### src/rtl/dmem_portb_scheduler_if.sv
// Requester, response and memory port B signals of the port B scheduler.
// slave: the scheduler's view; master: the requesters plus memory side.
interface dmem_portb_scheduler_if #(
  parameter int unsigned ADDR_W = 12
);
  localparam int unsigned DATA_W = 32;
  localparam int unsigned STRB_W = 4;

  logic              req0_valid;
  logic              req0_ready;
  logic              req0_we;
  logic [ADDR_W-1:0] req0_addr;
  logic [DATA_W-1:0] req0_wdata;
  logic [STRB_W-1:0] req0_wstrb;

  logic              req1_valid;
  logic              req1_ready;
  logic              req1_we;
  logic [ADDR_W-1:0] req1_addr;
  logic [DATA_W-1:0] req1_wdata;
  logic [STRB_W-1:0] req1_wstrb;

  logic              rsp0_valid;
  logic              rsp1_valid;
  logic [DATA_W-1:0] rsp_rdata;

  logic [ADDR_W-1:0] mem_addr;
  logic [STRB_W-1:0] mem_wstrb;
  logic              mem_we;
  logic [DATA_W-1:0] mem_wdata;
  logic [DATA_W-1:0] mem_rdata;

  modport slave (
    input  req0_valid, req0_we, req0_addr, req0_wdata, req0_wstrb,
    input  req1_valid, req1_we, req1_addr, req1_wdata, req1_wstrb,
    output req0_ready, req1_ready,
    output rsp0_valid, rsp1_valid, rsp_rdata,
    output mem_addr, mem_wstrb, mem_we, mem_wdata,
    input  mem_rdata
  );

  modport master (
    output req0_valid, req0_we, req0_addr, req0_wdata, req0_wstrb,
    output req1_valid, req1_we, req1_addr, req1_wdata, req1_wstrb,
    input  req0_ready, req1_ready,
    input  rsp0_valid, rsp1_valid, rsp_rdata,
    input  mem_addr, mem_wstrb, mem_we, mem_wdata,
    output mem_rdata
  );
endinterface

### src/rtl/dmem_portb_scheduler.sv
// Port B sequencer: round-robin arbitration between two requesters, the
// addr -> we/data -> rdata timing of the memory port, and a zero-fill engine.
module dmem_portb_scheduler #(
  parameter int unsigned DEPTH  = 4096,
  parameter int unsigned ADDR_W = 12
) (
  input  logic                         clk,
  input  logic                         rst_n,
  dmem_portb_scheduler_if.slave        bus,
  input  logic                         i_clear_start,
  output logic                         o_clear_busy,
  output logic                         o_clear_done
);
  localparam int unsigned CNT_W  = ADDR_W + 1;
  localparam int unsigned DATA_W = 32;
  localparam int unsigned STRB_W = 4;

  typedef enum logic [2:0] {S_IDLE, S_ADDR, S_DATA, S_RESP, S_CLR} state_t;

  typedef struct packed {
    logic              we;
    logic [ADDR_W-1:0] addr;
    logic [DATA_W-1:0] wdata;
    logic [STRB_W-1:0] wstrb;
  } req_t;

  state_t            r_state, w_state_n;
  req_t              r_req, w_req_n;
  logic              r_owner, w_owner_n;
  logic              r_last, w_last_n;
  logic              r_pend, w_pend_n;
  logic [CNT_W-1:0]  r_cnt, w_cnt_n;

  logic [ADDR_W-1:0] r_mem_addr, w_mem_addr_n;
  logic [STRB_W-1:0] r_mem_wstrb, w_mem_wstrb_n;
  logic              r_mem_we, w_mem_we_n;
  logic [DATA_W-1:0] r_mem_wdata, w_mem_wdata_n;
  logic              r_rsp0, w_rsp0_n;
  logic              r_rsp1, w_rsp1_n;
  logic              r_busy, w_busy_n;
  logic              r_done, w_done_n;

  logic              w_clr_req;
  logic              w_gnt0;
  logic              w_gnt1;

  // Grant in IDLE only; a pending or arriving clear blocks both requesters.
  // r_last = 1 means requester 1 was granted last, so requester 0 is favoured.
  always_comb begin
    w_clr_req = r_pend | i_clear_start;
    w_gnt0    = 1'b0;
    w_gnt1    = 1'b0;
    if (rst_n && (r_state == S_IDLE) && !w_clr_req) begin
      if (bus.req0_valid && bus.req1_valid) begin
        w_gnt0 = r_last;
        w_gnt1 = !r_last;
      end else begin
        w_gnt0 = bus.req0_valid;
        w_gnt1 = bus.req1_valid;
      end
    end
  end

  always_comb begin
    w_state_n = r_state;
    w_req_n   = r_req;
    w_owner_n = r_owner;
    w_last_n  = r_last;
    w_cnt_n   = r_cnt;
    w_pend_n  = r_pend;
    if (i_clear_start && (r_state != S_IDLE) && (r_state != S_CLR)) begin
      w_pend_n = 1'b1;
    end
    case (r_state)
      S_IDLE: begin
        if (w_clr_req) begin
          w_state_n = S_CLR;
          w_pend_n  = 1'b0;
          w_cnt_n   = '0;
        end else if (w_gnt0 || w_gnt1) begin
          w_state_n = S_ADDR;
          w_owner_n = w_gnt1;
          w_last_n  = w_gnt1;
          if (w_gnt1) begin
            w_req_n = '{we: bus.req1_we, addr: bus.req1_addr,
                        wdata: bus.req1_wdata, wstrb: bus.req1_wstrb};
          end else begin
            w_req_n = '{we: bus.req0_we, addr: bus.req0_addr,
                        wdata: bus.req0_wdata, wstrb: bus.req0_wstrb};
          end
        end
      end
      S_ADDR:  w_state_n = S_DATA;
      S_DATA:  w_state_n = S_RESP;
      S_RESP:  w_state_n = S_IDLE;
      S_CLR: begin
        if (r_cnt == CNT_W'(DEPTH)) begin
          w_state_n = S_IDLE;
          w_cnt_n   = '0;
        end else begin
          w_cnt_n = r_cnt + CNT_W'(1);
        end
      end
      default: w_state_n = S_IDLE;
    endcase
  end

  // Port and status outputs for the next cycle, decoded from the next state.
  always_comb begin
    w_mem_addr_n  = r_mem_addr;
    w_mem_wstrb_n = '0;
    w_mem_we_n    = 1'b0;
    w_mem_wdata_n = '0;
    w_rsp0_n      = 1'b0;
    w_rsp1_n      = 1'b0;
    w_done_n      = 1'b0;
    case (w_state_n)
      S_ADDR: begin
        w_mem_addr_n  = w_req_n.addr;
        w_mem_wstrb_n = w_req_n.we ? w_req_n.wstrb : '0;
      end
      S_DATA: begin
        w_mem_addr_n  = r_req.addr;
        w_mem_wstrb_n = r_req.we ? r_req.wstrb : '0;
        w_mem_we_n    = r_req.we;
        w_mem_wdata_n = r_req.wdata;
      end
      S_RESP: begin
        w_rsp0_n = !r_owner;
        w_rsp1_n = r_owner;
      end
      S_CLR: begin
        w_mem_addr_n  = (w_cnt_n == CNT_W'(DEPTH)) ? ADDR_W'(DEPTH - 1)
                                                   : w_cnt_n[ADDR_W-1:0];
        w_mem_wstrb_n = '1;
        w_mem_we_n    = (w_cnt_n != '0);
        w_done_n      = (w_cnt_n == CNT_W'(DEPTH));
      end
      default: ;
    endcase
    w_busy_n = w_pend_n | (w_state_n == S_CLR);
  end

  always_ff @(posedge clk or negedge rst_n) begin
    if (!rst_n) begin
      r_state     <= S_IDLE;
      r_req       <= '0;
      r_owner     <= 1'b0;
      r_last      <= 1'b1;
      r_pend      <= 1'b0;
      r_cnt       <= '0;
      r_mem_addr  <= '0;
      r_mem_wstrb <= '0;
      r_mem_we    <= 1'b0;
      r_mem_wdata <= '0;
      r_rsp0      <= 1'b0;
      r_rsp1      <= 1'b0;
      r_busy      <= 1'b0;
      r_done      <= 1'b0;
    end else begin
      r_state     <= w_state_n;
      r_req       <= w_req_n;
      r_owner     <= w_owner_n;
      r_last      <= w_last_n;
      r_pend      <= w_pend_n;
      r_cnt       <= w_cnt_n;
      r_mem_addr  <= w_mem_addr_n;
      r_mem_wstrb <= w_mem_wstrb_n;
      r_mem_we    <= w_mem_we_n;
      r_mem_wdata <= w_mem_wdata_n;
      r_rsp0      <= w_rsp0_n;
      r_rsp1      <= w_rsp1_n;
      r_busy      <= w_busy_n;
      r_done      <= w_done_n;
    end
  end

  // Memory read data is already registered by the port; pass it through in RESP.
  assign bus.rsp_rdata  = (r_state == S_RESP) ? bus.mem_rdata : '0;
  assign bus.req0_ready = w_gnt0;
  assign bus.req1_ready = w_gnt1;
  assign bus.rsp0_valid = r_rsp0;
  assign bus.rsp1_valid = r_rsp1;
  assign bus.mem_addr   = r_mem_addr;
  assign bus.mem_wstrb  = r_mem_wstrb;
  assign bus.mem_we     = r_mem_we;
  assign bus.mem_wdata  = r_mem_wdata;
  assign o_clear_busy   = r_busy;
  assign o_clear_done   = r_done;

endmodule
### src/flat_wrapper.sv
// flat-port wrapper written by rule: the top's interface ports become plain ports
module dmem_portb_scheduler_flat 
#(
  parameter int unsigned DEPTH  = 4096,
  parameter int unsigned ADDR_W = 12
)
  (clk, rst_n, i_clear_start, o_clear_busy, o_clear_done, bus_req0_valid, bus_req0_we, bus_req0_addr, bus_req0_wdata, bus_req0_wstrb, bus_req1_valid, bus_req1_we, bus_req1_addr, bus_req1_wdata, bus_req1_wstrb, bus_req0_ready, bus_req1_ready, bus_rsp0_valid, bus_rsp1_valid, bus_rsp_rdata, bus_mem_addr, bus_mem_wstrb, bus_mem_we, bus_mem_wdata, bus_mem_rdata);
  dmem_portb_scheduler_if #(.ADDR_W(ADDR_W)) bus_i ();
  input  logic clk;
  input  logic rst_n;
  input  logic i_clear_start;
  output logic o_clear_busy;
  output logic o_clear_done;
  input wire logic [$bits(bus_i.req0_valid)-1:0] bus_req0_valid;
  input wire logic [$bits(bus_i.req0_we)-1:0] bus_req0_we;
  input wire logic [$bits(bus_i.req0_addr)-1:0] bus_req0_addr;
  input wire logic [$bits(bus_i.req0_wdata)-1:0] bus_req0_wdata;
  input wire logic [$bits(bus_i.req0_wstrb)-1:0] bus_req0_wstrb;
  input wire logic [$bits(bus_i.req1_valid)-1:0] bus_req1_valid;
  input wire logic [$bits(bus_i.req1_we)-1:0] bus_req1_we;
  input wire logic [$bits(bus_i.req1_addr)-1:0] bus_req1_addr;
  input wire logic [$bits(bus_i.req1_wdata)-1:0] bus_req1_wdata;
  input wire logic [$bits(bus_i.req1_wstrb)-1:0] bus_req1_wstrb;
  output wire logic [$bits(bus_i.req0_ready)-1:0] bus_req0_ready;
  output wire logic [$bits(bus_i.req1_ready)-1:0] bus_req1_ready;
  output wire logic [$bits(bus_i.rsp0_valid)-1:0] bus_rsp0_valid;
  output wire logic [$bits(bus_i.rsp1_valid)-1:0] bus_rsp1_valid;
  output wire logic [$bits(bus_i.rsp_rdata)-1:0] bus_rsp_rdata;
  output wire logic [$bits(bus_i.mem_addr)-1:0] bus_mem_addr;
  output wire logic [$bits(bus_i.mem_wstrb)-1:0] bus_mem_wstrb;
  output wire logic [$bits(bus_i.mem_we)-1:0] bus_mem_we;
  output wire logic [$bits(bus_i.mem_wdata)-1:0] bus_mem_wdata;
  input wire logic [$bits(bus_i.mem_rdata)-1:0] bus_mem_rdata;
  assign bus_i.req0_valid = bus_req0_valid;
  assign bus_i.req0_we = bus_req0_we;
  assign bus_i.req0_addr = bus_req0_addr;
  assign bus_i.req0_wdata = bus_req0_wdata;
  assign bus_i.req0_wstrb = bus_req0_wstrb;
  assign bus_i.req1_valid = bus_req1_valid;
  assign bus_i.req1_we = bus_req1_we;
  assign bus_i.req1_addr = bus_req1_addr;
  assign bus_i.req1_wdata = bus_req1_wdata;
  assign bus_i.req1_wstrb = bus_req1_wstrb;
  assign bus_req0_ready = bus_i.req0_ready;
  assign bus_req1_ready = bus_i.req1_ready;
  assign bus_rsp0_valid = bus_i.rsp0_valid;
  assign bus_rsp1_valid = bus_i.rsp1_valid;
  assign bus_rsp_rdata = bus_i.rsp_rdata;
  assign bus_mem_addr = bus_i.mem_addr;
  assign bus_mem_wstrb = bus_i.mem_wstrb;
  assign bus_mem_we = bus_i.mem_we;
  assign bus_mem_wdata = bus_i.mem_wdata;
  assign bus_i.mem_rdata = bus_mem_rdata;
  dmem_portb_scheduler #(.DEPTH(DEPTH), .ADDR_W(ADDR_W)) u_core (.clk(clk), .rst_n(rst_n), .bus(bus_i), .i_clear_start(i_clear_start), .o_clear_busy(o_clear_busy), .o_clear_done(o_clear_done));
endmodule
### config.mk
export PLATFORM = sky130hd
export DESIGN_NAME = dmem_portb_scheduler_flat
export DESIGN_NICKNAME = d
export VERILOG_FILES = /design/src/rtl/dmem_portb_scheduler_if.sv /design/src/rtl/dmem_portb_scheduler.sv /design/src/flat_wrapper.sv
export SDC_FILE = /design/constraint.sdc
export NUM_CORES = 1
export LEC_CHECK = 0
export BUFFER_PORTS_ARGS = -buffer_cell sky130_fd_sc_hd__buf_2
export CAP_MARGIN = 10
export CORE_MARGIN = 10
export CORE_UTILIZATION = 35
export DETAILED_ROUTE_END_ITERATION = 16
export PLACE_DENSITY_LB_ADDON = 0.12
export SETUP_SLACK_MARGIN = 0.3
export SLEW_MARGIN = 10
export SYNTH_ARGS = -nofsm -noshare
export SYNTH_HDL_FRONTEND = slang
export SYNTH_SLANG_ARGS = --single-unit
export TNS_END_PERCENT = 30
### constraint.sdc
create_clock -name clk -period 3.2 [get_ports clk]
set_input_delay 0.64 -clock clk [delete_from_list [all_inputs] [get_ports clk]]
set_output_delay 0.64 -clock clk [all_outputs]
set_load 0.005 [all_outputs]
==> results of run 1 <==
[cell families (layout without fill, tap and decap cells)]
group,after synthesis,after routing
AND/OR/NAND/NOR,221,221
AO/OA/AOI/OAI,123,123
flip-flops,121,121
buffers and inverters,50,273
multiplexers,48,48
XOR/XNOR,11,11
adder cells (fa/ha/maj),2,2
other,0,2
[registers in the layout (all words and copies together), names as in the netlist]
register / count
u_core.bus.mem_addr: 12
u_core.bus.mem_wdata: 32
u_core.bus.mem_we: 1
u_core.bus.mem_wstrb: 4
u_core.bus.rsp0_valid: 1
u_core.bus.rsp1_valid: 1
u_core.o_clear_busy: 1
u_core.o_clear_done: 1
u_core.r_cnt: 13
u_core.r_last: 1
u_core.r_owner: 1
u_core.r_pend: 1
u_core.r_req: 49
u_core.r_state: 3
[cell usage in the layout, fill, tap and decap left out, types with 6 or more instances in the layout]
| cell type | n |
|---|---|
| buf_2 | 220 |
| dfrtp_1 | 120 |
| nand2_1 | 76 |
| and2_1 | 68 |
| o21ai_0 | 63 |
| mux2i_1 | 48 |
| nor2_1 | 28 |
| clkbuf_16 | 17 |
| a211oi_1 | 12 |
| buf_4 | 10 |
| o22ai_2 | 9 |
| xnor2_1 | 7 |
| inv_1 | 6 |
| nand3_1 | 6 |
[stage by stage]
stage	util, %	hold WS (ps)	setup WS, ps
2_1_floorplan	-	344.4	793.1
3_3_place_gp	43.19	436.0	440.6
3_5_place_dp	43.19	442.9	432.6
4_1_cts	46.97	409.6	386.5
5_1_grt	46.99	420.0	284.6
6_report	47.00	360.0	413.9
[worst register-to-register path: cells and delay by family (launching register included)]
kind            cells  cell delay, ps
flops               1             490
compound gates      2             560
simple gates        4            1260
fa+ha+maj           1             310
[power by group]
part | leakage [nW] | switching [W] | total [W] | internal, W
Sequential | 1.61 | 0.000241 | 0.00204 | 0.00180
Clock | 0.305 | 0.000729 | 0.00204 | 0.00131
Combinational | 2.05 | 0.000487 | 0.000918 | 0.000432
Total | 3.96 | 0.00146 | 0.00500 | 0.00354
[worst max-delay path by stage]
stage / start / to / slack (ps) / cells after the start
after detailed placement: i_clear_start / u_core.bus.mem_we / 430 / 7
after global routing: u_core.r_state[2] / bus_req1_ready / 280 / 4
after global placement: i_clear_start / u_core.bus.mem_we / 440 / 7
after CTS: u_core.r_state[2] / bus_rsp_rdata[5] / 390 / 4
after floorplan: i_clear_start / bus_req1_ready / 790 / 5
final: u_core.r_state[2] / bus_req1_ready / 410 / 4
[metal layers]
metal | GRT usage (%) | vias up | share of wire [%] | routed length [µm]
met2 | 27.12 | 148 | 50 | 9577
met1 | 19.99 | 2432 | 40 | 7663
met4 | 4.422 | 4 | 0.75 | 144
met3 | 7.413 | 13 | 8.8 | 1675
met5 | 0 | - | 0.073 | 14
li1 | - | 2421 | - | -
[synthesized netlist by cell type (all sizes together) (2+ instances only)]
library cell | number | area, µm²
a31oi | 2 | 12.51
o211ai | 3 | 27.52
a22o | 5 | 47.55
nor3 | 7 | 45.04
a21oi | 3 | 15.01
a211oi | 12 | 90.09
mux2i | 48 | 480.5
xor2 | 4 | 35.03
nand2b | 3 | 18.77
o22ai | 12 | 131.4
and2 | 69 | 431.7
nor2 | 29 | 111.4
or2 | 3 | 18.77
nand2 | 76 | 285.3
and4 | 2 | 17.52
ha | 2 | 25.02
a221o | 4 | 40.04
nand4b | 2 | 23.77
and3 | 5 | 31.28
o21ai | 68 | 344.1
buf | 22 | 168.9
nand3 | 6 | 30.03
xnor2 | 7 | 61.31
nand4 | 4 | 40.04
nor4 | 4 | 31.28
dfrtp | 120 | 3003
o31ai | 2 | 15.01
inv | 8 | 30.03
nor3b | 4 | 40.03
clkbuf | 19 | 85.08
a21o | 4 | 31.28
[repair_timing]
action                     in CTS  in global routing
setup endpoints to repair       1                 34
hold endpoints to repair        0                  0
resized for setup               1                  1
[layout make-up]
cell class / instances / area, µm² / share of cell area, %
flip-flops and latches: 121 / 3029 / 38.72
diodes: 2 / 5.005 / 0.06398
inverters: 8 / 30.03 / 0.3839
clock buffers: 18 / 429.2 / 5.486
repair buffers: 233 / 1227 / 15.69
multi-input cells: 405 / 2631 / 33.64
well taps: 220 / 275.3 / 3.519
clock inverters: 14 / 195.2 / 2.495
==> reports/qor.csv, run 1 <==
stage;metric;value;unit
sta;Final Hold Viols;0;
routing;Initial DRT Pass Iterations;4;
worst_setup_path;CP delay by family, top;simple AND/OR/NAND/NOR gates;
worst_setup_path;r2r setup slk;470;ps
routing;overall routed net length;19080;µm
worst_setup_path;critical-path cell list;nor3_2 -> and4_2 -> buf_12 -> buf_2;
worst_setup_path;Worst Setup Start Kind;flop;
clock_tree;CTS Buf Count;17;
cells_and_area;filler-free cell count of the finished design;1021;
clock_tree;post-CTS setup buffers;0;
worst_setup_path;critical path class;flop to primary output;
yosys;XOR/XNOR share of the synthesized area;1.621;%
cells_and_area;final net count;923;
clock_tree;latest clock arrival within the worst-skew pair;410;ps
sta;final slew viol count;0;
sta;total negative slack;0;ps
routing;DR vias;5018;
sta;Setup-failing EPs final;0;
yosys;syn_nets;713;
worst_setup_path;crit-path max FO;100;
placed_design;DP Cell Count;987;
pwr;leak pwr;3.962;nW
pwr;Max IR drop VDD;400.1;µV
yosys;area share of and/or/nand/nor cells after synthesis;20.00;%
sta;Tcrit/Tclk final;87.07;%
sta;min Tclk post-route;2786;ps
yosys;Synth Register Bits;121;
clock_tree;CTS Hold Buffers Added;0;
placed_design;PortBufs;221;
yosys;number of flops mapped to enable cells by yosys;0;
worst_setup_path;Worst setup EP type;primary output;
clock_tree;clk root buf;clkbuf_16;
pwr;pwr/cell area;639.0;nW/µm²
global_routing;gr usage total;16.80;%
yosys;Main synth FF type;dfrtp_1;
yosys;fraction of registers with async set/reset;100.0;%
clock_tree;Reg clk slew, reported paths;60;ps
clock_tree;deepest level of the CTS H-tree;4;
worst_setup_path;CP Data Required Time;2560;ps
clock_tree;clk buf depth;2;
routing;Routed Antenna Nets;0;
sta;Worst slew margin;41.32;%
pwr;Design Power;0.004998;W
yosys;Mapped Area;5944;µm²
placed_design;HPWL Detailed;14010;µm
floorplan;Chip Width;150.3;µm
worst_setup_path;crit path DAT;2150;ps
yosys;syn_area_per_cell;10.32;µm²
sta;unrepaired setup endpoints after global routing;yes;
worst_setup_path;reg2reg start;u_core.r_cnt[0];
placed_design;final RePlAce weighted congestion;0.8613;
cells_and_area;Finished Cell Area;7823;µm²
clock_tree;CTS tree;built;
routing;via/cell ratio;4.915;
worst_setup_path;slowest stage delay, CP;530;ps
placed_design;placed cell areas;7188;µm²
sta;fmax;358.9;MHz
sta;worst-margin pin slew;877.0;ps
global_routing;GRT overflow;0;
floorplan;Die H;150.3;µm
cells_and_area;fillers;1609;
routing;wire per inst;18.68;µm
yosys;Synth cell types;69;
floorplan;full die area;22600;µm²
yosys;mux cell area share after synthesis;8.083;%
floorplan;starting density of the core;35.72;%
yosys;main combinational cell family by area after synthesis;simple AND/OR/NAND/NOR gates;
hold_path;Hold Crit Class;primary input to async pin;
run_status;status;finished, final reports clean;
cells_and_area;layout cell share with drive strength beyond 1;37.30;%
cells_and_area;synthesis-to-finish area growth;31.59;%
global_routing;largest net degree at the start of global routing;122;
yosys;post-synthesis compound-gate area fraction;14.00;%
routing;# DRC;0;
yosys;Ys Warns;0;
global_routing;first-pass GRT wire length;29770;µm
global_routing;number of global-route vias before repair;5350;
global_routing;initial antenna violation count;4;
floorplan;Cell Rows;47;
worst_setup_path;Crit path buffers/inverters;2;
yosys;sequential fraction of the synthesis area;50.96;%
sta;Worst Skew;6.767;ps
yosys;Post-Synthesis Cells;576;
floorplan;core box area;16640;µm²
clock_tree;clk sink count;121;
flow_run;Max Cap Viol;0;
worst_setup_path;Crit-path slowest cell;dfrtp_1;
routing;drt initial violations;323;
yosys;Adder-Cell Fraction of Synth Area;0.4210;%
worst_setup_path;FF-to-FF End;u_core.bus.mem_we;
worst_setup_path;Register-to-Register Path Depth;7;
floorplan;Ports;222;
(Power assumes the default switching activity.)
==> run 2, diff against run 1 <==
Settings changed: MAX_ROUTING_LAYER set to met4.
==> reports/qor.csv, run 2 (synthesis results as in run 1) <==
stage;metric;value;unit
worst_setup_path;Worst setup EP type;primary output;
sta;final slew viol count;0;
sta;worst-margin pin slew;822.4;ps
clock_tree;clk root buf;clkbuf_16;
sta;Worst Skew;10.30;ps
worst_setup_path;critical path class;flop to primary output;
clock_tree;Reg clk slew, reported paths;60;ps
pwr;switching share of power;28.67;%
cells_and_area;share of the core filled with cells;47.21;%
sta;Tcrit/Tclk final;88.33;%
worst_setup_path;CP Data Required Time;2560;ps
hold_path;Hold Crit Class;primary input to async pin;
sta;Final Hold Viols;0;
cells_and_area;register bank with the most flops;u_core.r_req;
clock_tree;CTS tree;built;
pwr;Max IR drop VDD;386.6;µV
sta;fmax;353.8;MHz
pwr;Clk pwr share;41.5;%
global_routing;number of global-route vias before repair;5347;
placed_design;DP Cell Count;987;
worst_setup_path;r2r setup slk;470;ps
sta;Worst slew margin;44.97;%
routing;# DRC;0;
placed_design;final RePlAce weighted congestion;0.8721;
routing;via/cell ratio;4.891;
worst_setup_path;crit-path max FO;100;
sta;Setup-failing EPs final;0;
routing;DR vias;5013;
sta;total negative slack;0;ps
routing;overall routed net length;19020;µm
routing;Initial DRT Pass Iterations;4;
cells_and_area;layout cell share with drive strength beyond 1;37.30;%
pwr;Internal;0.003622;W
cells_and_area;number of flip-flops in the largest register;49;
floorplan;Chip Width;150.3;µm
worst_setup_path;FF-to-FF End;u_core.bus.mem_we;
pwr;Comb pwr share;18.2;%
global_routing;GRT overflow;0;
cells_and_area;commonest cells after routing, fill and taps aside;buf_2, dfrtp_1, nand2_1;
placed_design;PortBufs;221;
floorplan;core box area;16640;µm²
sta;unrepaired setup endpoints after global routing;yes;
global_routing;initial antenna violation count;6;
clock_tree;deepest level of the CTS H-tree;4;
run_status;status;finished, final reports clean;
clock_tree;CTS Buf Count;17;
floorplan;starting density of the core;35.72;%
routing;wire per inst;18.56;µm
floorplan;full die area;22600;µm²
routing;Routed Antenna Nets;0;
clock_tree;clk sink count;121;
floorplan;Die H;150.3;µm
worst_setup_path;Worst Setup Start Kind;flop;
global_routing;first-pass GRT wire length;29660;µm
routing;drt initial violations;340;
cells_and_area;filler-free cell count of the finished design;1025;
sta;min Tclk post-route;2827;ps
placed_design;HPWL Detailed;13950;µm
cells_and_area;final net count;923;
floorplan;Cell Rows;47;
worst_setup_path;crit path DAT;2190;ps
cells_and_area;synthesis-to-finish area growth;32.18;%
pwr;pwr/cell area;646.2;nW/µm²
worst_setup_path;Register-to-Register Path Depth;7;
global_routing;gr usage total;17.25;%
global_routing;largest net degree at the start of global routing;122;
cells_and_area;most common cell after layout, fill and taps aside;buf_2;
pwr;sw power;0.001456;W
floorplan;Ports;222;
clock_tree;clk buf depth;2;
pwr;leak pwr;3.973;nW
pwr;register share of total power;40.2;%
worst_setup_path;reg2reg start;u_core.r_cnt[0];
clock_tree;latest clock arrival within the worst-skew pair;420;ps
flow_run;Max Cap Viol;0;
==> run 2: power by group through the flow <==
| stage | sequential (W) | clock (W) | combinational, W |
|---|---|---|---|
| after floorplan | 0.00195 | 0 | 0.000721 |
| after global placement | 0.00206 | 0 | 0.000925 |
| after detailed placement | 0.00207 | 0 | 0.000939 |
| after CTS | 0.00204 | 0.00216 | 0.000941 |
| after global routing | 0.00209 | 0.00224 | 0.00104 |
| final | 0.00204 | 0.00211 | 0.000925 |
==> run 2: layout make-up <==
type	count	area, µm²
Inverter	8	30.03
Fill cell	1600	8785
Clock inverter	14	220.2
Multi-Input combinational cell	405	2631
Tap cell	220	275.3
Antenna cell	6	15.01
Clock buffer	18	429.2
Sequential cell	121	3029
Timing Repair Buffer	233	1227
==> run 2: stage by stage <==
step                hold slack, ps  cell area [µm²]  setup slack [ps]  power [W]
detailed placement           438.4             7188             424.4   0.003009
global route                 411.3             7858             205.2   0.005369
CTS                          403.6             7841             368.0   0.005141
floorplan                    344.4             5944             793.1   0.002667
finish                       371.7             7858             373.5   0.005078
global placement             443.3             7188             462.2   0.002980
==> run 2: worst max-delay path: stages, from the launching register on <==
cell and delay, ps:
dfrtp_1 540, nor3_2 340, and4_2 310, buf_12 350, buf_2 190
==> run 2: timing repair <==
item                       CTS  global route
setup buffers                0             0
setup endpoints to repair    1            35
gates resized for setup      1             1
hold buffers                 0             0
==> run 2: how the worst max path moves through the flow <==
stage	start	end	slack (ps)
6_report	u_core.r_state[2]	bus_req1_ready	370
5_1_grt	u_core.r_state[2]	bus_req1_ready	210
4_1_cts	u_core.r_state[2]	bus_req1_ready	370
3_5_place_dp	i_clear_start	u_core.bus.mem_we	420
3_3_place_gp	i_clear_start	u_core.bus.mem_we	460
2_1_floorplan	i_clear_start	bus_req1_ready	790
==> run 2: per-layer routing <==
metal	vias up	track usage (%)	part of all wire (%)
met5	-	-	0
met4	0	5.588	1.9
met3	23	6.303	7.4
met2	163	26.26	49
met1	2403	20.86	42
li1	2424	-	-
